<file path="src/rtl/color_channel_sampler.sv">
// TCS3200 front end: steps the colour filter through red, green and blue, counts the
// sensor output frequency in a gated window per filter and classifies the counts as RGBY.
module color_channel_sampler #(
  parameter int WINDOW_CYCLES = 2000,
  parameter int SETTLE_CYCLES = 100,
  parameter int COUNT_W       = 8,
  parameter int SYNC_STAGES   = 2
) (
  input  logic               clk,
  input  logic               reset,
  input  logic               start,
  input  logic               sensor_freq,
  output logic [1:0]         color_select,
  output logic               busy,
  output logic               done,
  output logic [1:0]         color,
  output logic [COUNT_W-1:0] red_count,
  output logic [COUNT_W-1:0] green_count,
  output logic [COUNT_W-1:0] blue_count,
  output logic               overflow
);

  localparam int TIMER_MAX = (WINDOW_CYCLES > SETTLE_CYCLES) ? WINDOW_CYCLES : SETTLE_CYCLES;
  localparam int TIMER_W   = $clog2(TIMER_MAX + 1);

  localparam logic [TIMER_W-1:0] SETTLE_LAST = TIMER_W'(SETTLE_CYCLES - 1);
  localparam logic [TIMER_W-1:0] WINDOW_LAST = TIMER_W'(WINDOW_CYCLES - 1);
  localparam logic [COUNT_W-1:0] CNT_MAX     = '1;

  // TCS3200 {S2,S3} filter codes
  localparam logic [1:0] SEL_RED   = 2'b00;
  localparam logic [1:0] SEL_GREEN = 2'b11;
  localparam logic [1:0] SEL_BLUE  = 2'b01;

  typedef enum logic [2:0] {
    S_IDLE,
    S_SETTLE,
    S_COUNT,
    S_NEXT,
    S_CLASSIFY,
    S_DONE
  } state_t;

  typedef enum logic [1:0] {
    CH_RED,
    CH_GREEN,
    CH_BLUE
  } chan_t;

  state_t               state;
  chan_t                ch;
  logic [TIMER_W-1:0]   timer;
  logic [COUNT_W-1:0]   cnt;
  logic [SYNC_STAGES-1:0] sync_q;
  logic                 sync_d;
  logic                 rise;

  logic [COUNT_W-1:0]   hi;
  logic [COUNT_W-1:0]   lo;
  logic [1:0]           color_next;

  // sensor_freq is asynchronous to clk; only the last stage feeds logic.
  // NOTE: sequential state uses non-blocking assignments so every flop samples pre-edge values.
  always_ff @(posedge clk) begin
    if (reset) begin
      sync_q <= '0;
      sync_d <= 1'b0;
    end else begin
      sync_q <= {sync_q[SYNC_STAGES-2:0], sensor_freq};
      sync_d <= sync_q[SYNC_STAGES-1];
    end
  end

  assign rise = sync_q[SYNC_STAGES-1] & ~sync_d;

  // NOTE: every always_comb output gets a value on every path, otherwise a latch is inferred.
  always_comb begin
    hi         = (red_count > green_count) ? red_count : green_count;
    lo         = (red_count > green_count) ? green_count : red_count;
    color_next = 2'd0;
    if ((red_count > blue_count) && (green_count > blue_count) && ((hi - lo) <= (hi >> 2))) begin
      color_next = 2'd3;
    end else if ((red_count >= green_count) && (red_count >= blue_count)) begin
      color_next = 2'd0;
    end else if (green_count >= blue_count) begin
      color_next = 2'd1;
    end else begin
      color_next = 2'd2;
    end
  end

  always_ff @(posedge clk) begin
    if (reset) begin
      state        <= S_IDLE;
      ch           <= CH_RED;
      timer        <= '0;
      cnt          <= '0;
      color_select <= SEL_RED;
      busy         <= 1'b0;
      done         <= 1'b0;
      color        <= 2'd0;
      red_count    <= '0;
      green_count  <= '0;
      blue_count   <= '0;
      overflow     <= 1'b0;
    end else begin
      done <= 1'b0;
      case (state)
        S_IDLE: begin
          if (start) begin
            state        <= S_SETTLE;
            ch           <= CH_RED;
            color_select <= SEL_RED;
            timer        <= '0;
            overflow     <= 1'b0;
            busy         <= 1'b1;
          end
        end

        S_SETTLE: begin
          if (timer == SETTLE_LAST) begin
            timer <= '0;
            cnt   <= '0;
            state <= S_COUNT;
          end else begin
            timer <= timer + 1'b1;
          end
        end

        S_COUNT: begin
          // Saturate rather than wrap; hitting the ceiling flags the whole run.
          if (rise && (cnt != CNT_MAX)) begin
            cnt <= cnt + 1'b1;
            if (cnt == CNT_MAX - 1'b1) overflow <= 1'b1;
          end
          if (timer == WINDOW_LAST) begin
            timer <= '0;
            state <= S_NEXT;
          end else begin
            timer <= timer + 1'b1;
          end
        end

        S_NEXT: begin
          case (ch)
            CH_RED: begin
              red_count    <= cnt;
              ch           <= CH_GREEN;
              color_select <= SEL_GREEN;
              state        <= S_SETTLE;
            end
            CH_GREEN: begin
              green_count  <= cnt;
              ch           <= CH_BLUE;
              color_select <= SEL_BLUE;
              state        <= S_SETTLE;
            end
            default: begin
              blue_count <= cnt;
              state      <= S_CLASSIFY;
            end
          endcase
        end

        S_CLASSIFY: begin
          color        <= color_next;
          done         <= 1'b1;
          busy         <= 1'b0;
          color_select <= SEL_RED;
          state        <= S_DONE;
        end

        S_DONE: begin
          state <= S_IDLE;
        end

        default: begin
          state <= S_IDLE;
        end
      endcase
    end
  end

endmodule

</file>
<file path="config.mk">
export PLATFORM = sky130hd
export DESIGN_NAME = color_channel_sampler
export DESIGN_NICKNAME = d
export VERILOG_FILES = /design/src/rtl/color_channel_sampler.sv
export SDC_FILE = /design/constraint.sdc
export NUM_CORES = 1
export LEC_CHECK = 0
export ABC_AREA = 1
export CAP_MARGIN = 10
export CORE_MARGIN = 3
export CORE_UTILIZATION = 40
export CTS_BUF_LIST = sky130_fd_sc_hd__clkbuf_4 sky130_fd_sc_hd__clkbuf_8
export CTS_CLUSTER_SIZE = 14
export DETAILED_ROUTE_END_ITERATION = 16
export PLACE_DENSITY = 0.6
export RECOVER_POWER = 100
export SETUP_SLACK_MARGIN = 0.1
export SLEW_MARGIN = 20
export SYNTH_ARGS = -nofsm -noshare
export SYNTH_HDL_FRONTEND = slang
export SYNTH_SLANG_ARGS = --single-unit
</file>
<file path="constraint.sdc">
create_clock -name clk -period 4.9 [get_ports clk]
set_clock_uncertainty 0.15 [all_clocks]
set_input_delay 0.98 -clock clk [delete_from_list [all_inputs] [get_ports clk]]
set_output_delay 0.98 -clock clk [all_outputs]
set_load 0.02 [all_outputs]
</file>
==> flow_summary.ini <==
[status]
outcome = completed

[sta]
whs_ps = 254
fmax_ghz = 0.264
slew_viol_final = 0
finalHoldViolations = 0
finalCritPeriodShare = 0.773
fin_crit_ps = 3790
relSlewSlack = 0.246
finalWorstSetupSlack_ps = 1110
finalSetupViolCount = 0
fin_tns_setup_ps = 0
rsz0062_at_grt = no
worst_pin_slew_ps = 1130

[cts]
cts_buffer_depth = 2
root_buffer = clkbuf_8
cts_tree = yes
cts_resized = 0
h-tree-depth = 3
hold_buffers = 0
cts_made_buffers = 9
clk_pin_slew_ps = 70
clk_latency_ps = 320
cts.sinks = 58
postCtsSetupBuffers = 0

[placed_design]
preCtsSetupSlack_ps = 1400
place_hpwl_um = 6700
dp.cells = 639
gp_congestion = 0.919
port_buffers = 34

[pwr]
ir_worst_vdd_uv = 199
power.density_nw_per_um2 = 227
total_leakage_power_nw = 1.89

[worst_setup_path]
cp_data_arrival_time_ps = 3890
crit_slowest_cell = dfxtp_1
cp_max_fo = 13
cp.required_ps = 5000
start_kind = register
r2r_start = green_count[3]
path_cells = inv_1, ha_1, nand2_1, inv_2, nand2_1, nand2_1, nand2_2, nand2_4, nand2_1, nand2_1, nand2_1, inv_1, ha_1, a21o_1, a21oi_1, xnor2_1, ha_1, nand2_1, inv_1, nand4_1, nand2_1, nand2_1, nand2_1, a21oi_1
cpMostUsedCell = nand2_1
slowest_delay_ps = 490
crit_type = register to register
critPathCaptureType = register
cp_top_family = simple AND/OR/NAND/NOR gates
worstSetupStartpoint = green_count[3]
crit_buf_inv = 4

[floorplan]
fp.dieH_um = 100
boundaryPins = 35
start_util = 0.422
die_w_um = 100
die_area_um2 = 10000
std_cell_rows = 33
core_area_um2 = 8380

[final_layout]
antennaDiodeCount = 0
drive_gt1_frac = 0.0582
fillers = 864
instances_no_fill = 655
syn_to_final_growth_pct = 17.4
utilization = 0.495
final_nets = 583

[route]
wl_per_cell_um = 13.0
ant_nets = 0
drtIter0Drc = 114
dr.pass1.iters = 4
drcViolationCount = 0
vias_per_cell = 5.11
vias = 3346
routed_wl_um = 8540

[synth]
synthCells = 507
synth_flop_cell = dfxtp_1
synthArstFlopShare = 0
synth_edf_count = 0
ys_seq_area_frac = 0.328
synth_nets = 545
yosys_warnings = 0
netlist_area_um2 = 3540
synthDistinctLibCells = 34
syn_avg_cell_area_um2 = 6.98
yosys_register_bits = 58

[job]
maxCapViolCount = 0

[worst_hold_path]
min_from = sync_q[0]
hold_class = register to register

[grt]
antenna_found_initial = 0
grt_pass1_vias = 3173
grt_max_degree = 28
grt_use_total = 0.181
gr-total-overflow = 0
grt_pass1_wl_um = 14700
==> report_power, final <==
group / total (W) / switching [W] / internal [W]
Combinational: 0.0000471 / 0.0000326 / 0.0000145
Clock: 0.000414 / 0.000179 / 0.000235
Sequential: 0.000480 / 0.00000296 / 0.000477
==> cell usage after synthesis (2+ instances only) <==
master	count	area, um2
nand2_4	2	22.5
nor2_1	47	176
o31ai_1	3	22.5
xor2_1	5	43.8
nor3b_1	2	15.0
a31oi_1	5	31.3
ha_1	34	425
nor3_1	14	70.1
a21oi_1	50	250
inv_1	83	312
dfxtp_1	58	1160
o21ai_1	2	10.0
clkbuf_1	6	22.5
xnor2_1	3	26.3
nand4_1	12	75.1
a21o_1	3	22.5
inv_2	3	11.3
nand3_1	24	120
nand2_2	9	56.3
nand2_1	85	319
o21ai_0	41	205
a211oi_1	2	15.0
nor4_1	3	18.8
==> flip-flops by register name (all words and copies together), names as in the netlist <==
name          count
sync_d            1
timer            11
busy              1
red_count         8
color             2
ch                2
state             3
green_count       8
sync_q            2
cnt               8
blue_count        8
color_select      2
done              1
overflow          1
==> tightest hold or removal path, delay by kind of cell (launching register included) <==
family | cells | cell delay [ps]
flip-flops | 1 | 300
buffers and inverters | 1 | 40
AND/OR/NAND/NOR | 1 | 30
==> path summary, 6_finish.rpt <==
check	end	slack (ps)	cells after the start
setup / recovery	color[0]	1110	24
hold / removal	sync_q[1]	250	2
hold reg to reg	sync_q[1]	250	2
setup reg to reg	color[0]	1110	24
==> placed cells by master (no fill, tap or decap), drive strengths merged, types with 3 or more instances in the layout <==
cell type / instances
a21o: 3
clkbuf: 15
o31ai: 3
xor2: 5
clkinv: 3
nor4: 3
dlygate4sd3: 33
nand4: 13
o21ai: 43
xnor2: 3
a31oi: 5
dfxtp: 58
a21oi: 50
inv: 86
nor2: 48
nor3: 14
nand2: 96
ha: 34
nand3: 24
==> layer usage <==
metal	global-route usage	wire length (um)	vias up
met5	0	0	-
met4	0.0725	143	0
met3	0.0306	308	14
met2	0.315	4190	67
met1	0.222	3910	1506
li1	-	-	1759
==> final cells by class <==
type / count / area (um2) / area share
clock buffers: 14 / 180 / 0.0434
flip-flops and latches: 58 / 1160 / 0.280
repair buffers: 35 / 344 / 0.0829
inverters: 87 / 327 / 0.0787
multi-input cells: 354 / 2000 / 0.481
clock inverters: 2 / 10.0 / 0.00241
well taps: 105 / 131 / 0.0316
==> stage by stage <==
stage / cell area (um2) / power, W
after floorplan: 3540 / 0.000524
after CTS: 4170 / 0.000956
after global placement: 3980 / 0.000539
after detailed placement: 3980 / 0.000539
after global routing: 4150 / 0.000979
final: 4150 / 0.000941
==> cells by family after synthesis <==
| logic type | share of synthesized area |
|---|---|
| buf+inv | 0.104 |
| fa+ha+maj | 0.120 |
| xor+xnor | 0.0198 |
| compound gates | 0.168 |
| flops | 0.328 |
| simple gates | 0.260 |
No activity file was read; power rests on OpenSTA's default activity.
==> RTL change, RTL diff (config.mk and constraints unchanged) <==
The parameter `WINDOW_CYCLES` goes from 2000 to 1000.
--- a/src/rtl/color_channel_sampler.sv
+++ b/src/rtl/color_channel_sampler.sv
@@ -3,3 +3,3 @@
 module color_channel_sampler #(
-  parameter int WINDOW_CYCLES = 2000,
+  parameter int WINDOW_CYCLES = 1000,
   parameter int SETTLE_CYCLES = 100,
Function: no difference found for any inputs over 10 cycles, from zero or initial values and one cycle with reset high; that may be too few to reach the edited logic, so the function may still have changed.
==> RTL change against the unedited design <==
Sequential cell count down 1; final area down 1.3%; highest routed layer unchanged; total power up 4.8%; combinational power up 2%; hold slack worse by 0.0013 ns; area after synthesis down 2.0%; largest power group unchanged; via count down 2.0%; count of clock-buffer cells in the layout unchanged; fmax down 0.57%; worst setup slack worse by 0.022 ns; routed wire length down 0.62%.
==> RTL change: results (changes against the unedited design) <==
| Metric | Value |
|---|---|
| Run status | `finished clean (unchanged)` |
| GR Util met3 | `0.0288 (was 0.0306)` |
| Met2 usage | `0.316 (was 0.315)` |
| Post-cts resize count | `0 (unchanged)` |
| Total GRT Usage | `0.180 (was 0.181)` |
| Hold depth | `2 (unchanged)` |
| GP Congestion | `0.876 (was 0.919)` |
| Clk root buf | `clkbuf_8 (unchanged)` |
| Synth cell types | `37 (was 34)` |
| Synth top area cells | `dfxtp_1 33%, ha_1 12%, nand2_1 9.7% (was dfxtp_1 33%, ha_1 12%, nand2_1 9.0%)` |
| Biggest register | `timer (unchanged)` |
| I/O Buffers | `34 (unchanged)` |
| Ys Warns | `0 (unchanged)` |
| Worst Hold Class | `flip-flop to flip-flop (unchanged)` |
| Wirelength, routed | `8490 um (was 8540 um)` |
| CTS Buf Count | `9 (unchanged)` |
| Starting DRT DRC Count | `126 (was 114)` |
| Synth Flop Type | `dfxtp_1 (unchanged)` |
| Switching power | `0.215 mW (about the same)` |
| Diode count | `0 (unchanged)` |
| CTS Buffer Depth | `2 (unchanged)` |
| Nets | `566 (was 583)` |
| Pleak | `1.95 nW (was 1.89 nW)` |
| Syn nets | `530 (was 545)` |
| Grt met1 use | `0.219 (was 0.222)` |
| Largest net degree at the start of global routing | `30 (was 28)` |
| Pre-CTS setup slack | `1.34 ns (was 1.40 ns)` |
| Register area share after synthesis | `0.329 (was 0.328)` |
| Worst R2R Start | `green_count[3] (unchanged)` |
| Global-route wire length before repair | `14400 um (was 14700 um)` |
| Synth top cells by count | `90 x nand2_1, 73 x inv_1, 57 x dfxtp_1 (was 85 x nand2_1, 83 x inv_1, 58 x dfxtp_1)` |
| Clk_lat worst skew | `0.34 ns (was 0.32 ns)` |
| Routed vias | `3280 (was 3346)` |
| HPWL Detailed | `6620 um (was 6700 um)` |
| Worst slew margin | `0.401 (was 0.246)` |
| Share of cells above drive strength 1 | `0.0638 (was 0.0582)` |
| Max reg flops | `10 (was 11)` |
| Fill cells | `850 (was 864)` |
| Setup Fix Bufs, Post-CTS | `0 (unchanged)` |
| Worst vdd ir | `0.179 mV (was 0.199 mV)` |
| Reg2reg path depth | `23 (was 24)` |
| Vias in the first global route | `3157 (was 3173)` |
RTL change: cell families (layout without fill, tap and decap cells):
family / Yosys count / count (layout) / share of synthesized area
simple gates: 202 / 202 / 0.271
flops: 57 / 57 / 0.329
xor+xnor: 4 / 4 / 0.0101
compound gates: 109 / 109 / 0.172
buf+inv: 86 / 127 / 0.0953
fa+ha+maj: 34 / 34 / 0.123
RTL change: final timing paths:
| kind | endpoint | slack, ns |
|---|---|---|
| worst min register to register | sync_q[1] | 0.25 |
| worst max register to register | color[1] | 1.09 |
| worst max-delay path | color[1] | 1.09 |
| worst min-delay path | sync_q[1] | 0.25 |
RTL change: worst max-delay path, cell delays in order (launching register included):
cell     delay (ns)
dfxtp_1        0.43
inv_1          0.12
ha_1           0.39
nand2_2        0.10
inv_1          0.09
nand2_1        0.08
nand2_1        0.05
nand2_2        0.09
nand2_4        0.08
nand2_1        0.38
nand2_1        0.13
nand2_1        0.08
inv_1          0.04
ha_1           0.16
a21o_1         0.19
xor2_1         0.15
ha_1           0.28
nand2_1        0.05
o21ai_0        0.24
nand4_1        0.12
nand2_1        0.07
nand2_1        0.07
nand2_1        0.08
a21oi_1        0.07
RTL change: cell type report:
class,count,area (sq um),share of cell area
tap,105,131,0.0321
clock buffer,14,180,0.0440
inverter,77,289,0.0705
clock inverter,2,35.0,0.00855
sequential,57,1140,0.278
timing repair buffer,34,340,0.0830
multi-input combinational,349,1980,0.484
RTL change: power by group through the flow:
stage / registers [mW] / clock network (mW) / logic, mW
2_1_floorplan: 0.483 / 0 / 0.0327
3_3_place_gp: 0.482 / 0 / 0.0478
3_5_place_dp: 0.482 / 0 / 0.0482
4_1_cts: 0.472 / 0.474 / 0.0488
5_1_grt: 0.472 / 0.500 / 0.0546
6_report: 0.472 / 0.466 / 0.0481
RTL change: metrics by stage:
stage / utilization / std cells / area (sq um)
2_1_floorplan: - / 492 / 3470
3_3_place_gp: 0.470 / 622 / 3900
3_5_place_dp: 0.470 / 622 / 3900
4_1_cts: 0.496 / 638 / 4110
5_1_grt: 0.494 / 638 / 4100
6_report: 0.494 / 638 / 4100
RTL change: per-layer routing:
metal | wire length [um] | up-vias
li1 | - | 1712
met1 | 3830 | 1501
met2 | 4240 | 52
met3 | 232 | 15
met4 | 192 | 0
met5 | 0 | -
